--- src/rtl/irq_controller.sv ---
// Memory-mapped fixed-priority interrupt controller with PEND/MASK/ID/CTRL registers
// and a request/acknowledge/EOI handshake. Define IRQ_EDGE_DETECT_EN for rising-edge sources.
module irq_controller #(
   parameter int               BITS  = 32,
   parameter int               N_SRC = 4,
   parameter logic [BITS-1:0]  BASE  = 32'hF0000100
) (
   input  logic              clk,
   input  logic              reset,
   input  logic              we,
   input  logic              re,
   input  logic [BITS-1:0]   memAddr,
   input  logic [BITS-1:0]   dataBusIn,
   output logic [BITS-1:0]   dataBusOut,
   input  logic [N_SRC-1:0]  irqSrc,
   output logic              irqReq,
   input  logic              irqAck,
   output logic [3:0]        irqId
);

   localparam logic [BITS-1:0] ADDR_PEND = BASE;
   localparam logic [BITS-1:0] ADDR_MASK = BASE + BITS'(4);
   localparam logic [BITS-1:0] ADDR_ID   = BASE + BITS'(8);
   localparam logic [BITS-1:0] ADDR_CTRL = BASE + BITS'(12);

   typedef enum logic [1:0] {
      IDLE    = 2'd0,
      REQ     = 2'd1,
      SERVICE = 2'd2
   } state_t;

   state_t             state_q, state_d;
   logic [N_SRC-1:0]   pend_q, pend_d;
   logic [N_SRC-1:0]   mask_q, mask_d;
   logic               gie_q, gie_d;
   logic [3:0]         cur_id_q, cur_id_d;
   logic               irq_req_q, irq_req_d;

   logic               sel_pend, sel_mask, sel_id, sel_ctrl;
   logic               wr_pend, wr_mask, wr_id, wr_ctrl;
   logic               rd_en;
   logic [N_SRC-1:0]   set_cond;
   logic [N_SRC-1:0]   clr;
   logic [N_SRC-1:0]   cur_onehot;
   logic [N_SRC-1:0]   eligible;
   logic               has_eligible;
   logic               cur_valid;
   logic               ack_fire;
   logic               in_service;
   logic [3:0]         winner;
   logic               found;
   logic [BITS-1:0]    rd_data;
   logic               unused_data_bits;

   assign sel_pend = (memAddr == ADDR_PEND);
   assign sel_mask = (memAddr == ADDR_MASK);
   assign sel_id   = (memAddr == ADDR_ID);
   assign sel_ctrl = (memAddr == ADDR_CTRL);

   assign wr_pend = we & sel_pend;
   assign wr_mask = we & sel_mask;
   assign wr_id   = we & sel_id;
   assign wr_ctrl = we & sel_ctrl;
   assign rd_en   = re & ~we;

   assign unused_data_bits = ^dataBusIn[BITS-1:N_SRC];

`ifdef IRQ_EDGE_DETECT_EN
   logic [N_SRC-1:0]   src_q, src_d;

   always_comb begin
      src_d = irqSrc;
   end

   always_ff @(posedge clk) begin
      if (reset) begin
         src_q <= '0;
      end else begin
         src_q <= src_d;
      end
   end

   assign set_cond = irqSrc & ~src_q;
`else
   assign set_cond = irqSrc;
`endif

   assign cur_onehot   = N_SRC'(1) << cur_id_q;
   assign ack_fire     = (state_q == REQ) && irqAck;
   assign eligible     = pend_q & mask_q & {N_SRC{gie_q}};
   assign has_eligible = |eligible;
   assign cur_valid    = |(eligible & cur_onehot);
   assign in_service   = (state_q == SERVICE);

   // A newly arriving condition wins over a clear landing on the same bit.
   always_comb begin
      clr    = (wr_pend ? dataBusIn[N_SRC-1:0] : '0) | (ack_fire ? cur_onehot : '0);
      pend_d = (pend_q & ~clr) | set_cond;
      mask_d = wr_mask ? dataBusIn[N_SRC-1:0] : mask_q;
      gie_d  = wr_ctrl ? dataBusIn[0] : gie_q;
   end

   always_comb begin
      winner = 4'd0;
      found  = 1'b0;
      for (int i = 0; i < N_SRC; i++) begin
         if (!found && eligible[i]) begin
            winner = 4'(i);
            found  = 1'b1;
         end
      end
   end

   // curId is frozen from request to EOI; a higher-priority arrival never preempts.
   always_comb begin
      state_d   = state_q;
      irq_req_d = irq_req_q;
      cur_id_d  = cur_id_q;
      case (state_q)
         IDLE: begin
            irq_req_d = 1'b0;
            if (has_eligible) begin
               cur_id_d  = winner;
               irq_req_d = 1'b1;
               state_d   = REQ;
            end
         end
         REQ: begin
            if (irqAck) begin
               irq_req_d = 1'b0;
               state_d   = SERVICE;
            end else if (!cur_valid) begin
               irq_req_d = 1'b0;
               state_d   = IDLE;
            end
         end
         SERVICE: begin
            irq_req_d = 1'b0;
            if (wr_id) begin
               state_d = IDLE;
            end
         end
         default: begin
            irq_req_d = 1'b0;
            state_d   = IDLE;
         end
      endcase
   end

   always_ff @(posedge clk) begin
      if (reset) begin
         state_q   <= IDLE;
         pend_q    <= '0;
         mask_q    <= '0;
         gie_q     <= 1'b0;
         cur_id_q  <= 4'd0;
         irq_req_q <= 1'b0;
      end else begin
         state_q   <= state_d;
         pend_q    <= pend_d;
         mask_q    <= mask_d;
         gie_q     <= gie_d;
         cur_id_q  <= cur_id_d;
         irq_req_q <= irq_req_d;
      end
   end

   always_comb begin
      rd_data = '0;
      if (rd_en) begin
         if (sel_pend) begin
            rd_data = BITS'(pend_q);
         end else if (sel_mask) begin
            rd_data = BITS'(mask_q);
         end else if (sel_id) begin
            rd_data[31]  = in_service;
            rd_data[3:0] = cur_id_q;
         end else if (sel_ctrl) begin
            rd_data[0] = gie_q;
         end
      end
   end

   assign dataBusOut = rd_data;
   assign irqReq     = irq_req_q;
   assign irqId      = cur_id_q;

endmodule

--- config.mk ---
export PLATFORM = sky130hd
export DESIGN_NAME = irq_controller
export DESIGN_NICKNAME = d
export VERILOG_FILES = /design/src/rtl/irq_controller.sv
export SDC_FILE = /design/constraint.sdc
export NUM_CORES = 1
export LEC_CHECK = 0
export ABC_AREA = 1
export CAP_MARGIN = 20
export CORE_MARGIN = 2
export CORE_UTILIZATION = 37
export CTS_CLUSTER_DIAMETER = 30
export CTS_CLUSTER_SIZE = 8
export DETAILED_ROUTE_END_ITERATION = 10
export PLACE_DENSITY = 0.88
export RECOVER_POWER = 50
export SLEW_MARGIN = 25
export SYNTH_ARGS = -nofsm -noshare
export SYNTH_HDL_FRONTEND = slang
export SYNTH_SLANG_ARGS = --single-unit
--- constraint.sdc ---
create_clock -name clk -period 2.1 [get_ports clk]
set_input_delay 0.42 -clock clk [delete_from_list [all_inputs] [get_ports clk]]
set_output_delay 0.42 -clock clk [all_outputs]
set_load 0.05 [all_outputs]
==> flow_summary.toml <==
[layout]
syn_to_final_growth_pct = 56.0
fin_nets = 385
antennaDiodeCount = 0
fin_area_mm2 = 0.00224
fin_util = 0.607
drive_above_1_share = 0.379
fill_cells = 336

[timing]
max_clock_freq_mhz = 478
final-hold-violation-count = 0
finalSetupViolCount = 0
rsz0062_at_grt = "yes"
maxSlewViolCount = 0
max_slew_margin = 0.669
fin_skew_ps = 1.75
fin_crit_sh = 0.996
tightestPinTransition_ps = 495
fin_crit_ps = 2090

[clock_tree]
path_clk_slew_ps = 60
cts_buffers = 3
cts_buffer_depth = 2
cts_max_level = 1
clockRootBuffer = "clkbuf_8"
cts_tree = "done"
hold_buffers = 0
clkLatencyLatePin_ps = 250
cts_sinks = 14

[critical_path]
critPathMaxFanout = 3
max_stage_delay_ps = 240
cp.arrival_ps = 1670
cpMaxStageDelayCell = "nor3_4"
crit_required_ps = 1680
cp-end-kind = "output pin"
path_cells = "buf_8, nor2_4, nand2_2, nor2b_4, nand2_4, nor3_4, nand3_1, a21oi_2, buf_12"
crit_family = "simple AND/OR/NAND/NOR gates"
cp_num_buf_inv = 2
crit_type = "input pin to output pin"
start_kind = "input pin"

[grt]
grt_pass1_vias = 1583
grt_pass1_wl_um = 6330
grt_max_degree = 11
grt_usage = 0.179
antenna_found_initial = 0
grt-ovfl-total = 0

[synthesis]
synth_seq_area_share = 0.195
syn-cell-area_mm2 = 0.00144
postSynthCellCount = 241
yosys-top-cells-area = "dfxtp_1, buf_4, nor2_1"
synth_top_area_cell = "dfxtp_1"
yosys_warnings = 0
ys_seq_elements = 14
ys_types = 27
synth_area_per_cell_um2 = 5.95
synth_top_area_share = 0.195

[hold_path]
hold_class = "register to register"

[run]
cap_violations = 0

[pwr]
finalPower_mw = 0.823
leakage_nw = 1.02
peakVddDrop_v = 0.000351
power_density_mw_per_mm2 = 367

[drt]
drtIter0Drc = 41
routedWlPerCell_um = 11.3
ant_nets = 0
drt_wl_total_um = 4070
top_layer = "met4"
drcViolationCount = 0
met2_length_um = 2160
dr.pass1.iters = 4
dr_wl_met3_um = 270
via_per_inst = 4.66
num_vias = 1672
drt-met1-wl_um = 1580

[die]
io_pins = 110
start_util = 0.389
core_mm2 = 0.00369
die_area_mm2 = 0.00439
die-height_um = 66.3
row_count = 22
die_w_um = 66.3

[place]
io_buffers = 52
place_area_mm2 = 0.00203
gp_congestion = 0.850
dp_hpwl_um = 3030

[outcome]
status = "finished, final reports clean"
-- synth_stat cells, drive strengths merged --
cell type	count
nor3	4
a21oi	13
conb	1
clkbuf	1
nand3	28
a211oi	1
buf	31
inv	28
o21ai	7
nand4	4
and2	1
nor2b	1
nand2	44
nand3b	1
o31a	4
clkinv	2
nor2	56
dfxtp	14
-- registers in the layout, summed over array words and instances (netlist names) --
register,flops
pend_q,4
gie_q,1
irqId,2
state_q,2
mask_q,4
irqReq,1
-- worst paths after layout --
check | from | endpoint | slack (ps) | cells after the start
max | memAddr[27] | dataBusOut[3] | 9 | 9
min | irqReq$_SDFFE_PP0P_ | irqReq$_SDFFE_PP0P_ | 490 | 2
max reg2reg | irqId[0]$_SDFFE_PP0P_ | irqReq$_SDFFE_PP0P_ | 840 | 6
min reg2reg | irqReq$_SDFFE_PP0P_ | irqReq$_SDFFE_PP0P_ | 490 | 2
-- through the flow --
| stage | cells | setup WS (ps) | setup TNS [ps] | hold WS [ps] |
|---|---|---|---|---|
| floorplan | 269 | 112 | 0 | 474 |
| global placement | 348 | -293 | -1270 | 471 |
| detailed placement | 348 | -337 | -1440 | 476 |
| CTS | 357 | -0.864 | -0.864 | 483 |
| global route | 359 | -59.7 | -102 | 515 |
| finish | 359 | 8.76 | 0 | 488 |
-- kinds of logic after synthesis --
group	count (synthesis)	share of synthesized area
simple gates	139	0.453
buf+inv	62	0.247
compound gates	25	0.102
other cells	1	0.00261
flops	14	0.195
-- power breakdown --
| group | internal [mW] | total, mW | leakage, nW | switching (mW) |
|---|---|---|---|---|
| combinational | 0.0900 | 0.280 | 0.879 | 0.190 |
| clock | 0.166 | 0.266 | 0.0288 | 0.0995 |
| sequential | 0.271 | 0.277 | 0.114 | 0.00529 |
| total | 0.528 | 0.823 | 1.02 | 0.295 |
-- routing by layer --
layer,vias to the layer above,global-route usage
li1,844,-
met1,757,0.201
met2,63,0.335
met3,8,0.0256
met4,0,0.0663
met5,-,0
-- area by class of cell --
cell class | instances | area (µm²) | area share
Inverter | 30 | 114 | 0.0509
Tap cell | 48 | 60.1 | 0.0268
Multi-Input combinational cell | 193 | 1100 | 0.490
Clock buffer | 4 | 55.1 | 0.0246
Sequential cell | 14 | 280 | 0.125
Timing Repair Buffer | 70 | 633 | 0.283
-- what timing repair did --
| item | CTS | global route |
|---|---|---|
| setup buffers | 5 | 2 |
| gates cloned | 0 | 0 |
| pin swaps | 38 | 26 |
| endpoints found under the setup margin | 5 | 5 |
| resized for setup | 131 | 53 |
-- placed cells by master, fill, tap and decap left out, types with 5 or more instances in the layout --
cell / n
buf_12: 5
buf_2: 17
conb_1: 29
o21ai_0: 6
nand2_1: 29
clkdlybuf4s50_1: 14
dfxtp_1: 14
inv_1: 22
nor2_1: 31
nand2_2: 13
a21oi_1: 11
nand3_1: 23
nor2_2: 11
nor2_4: 14
inv_2: 7
buf_6: 11
buf_4: 17
-- tightest hold or removal path: stages (launching register included) --
cell     delay (ps)
dfxtp_1         310
nand3_1          70
a21oi_1          60
No activity file was read; power rests on OpenSTA's default activity.
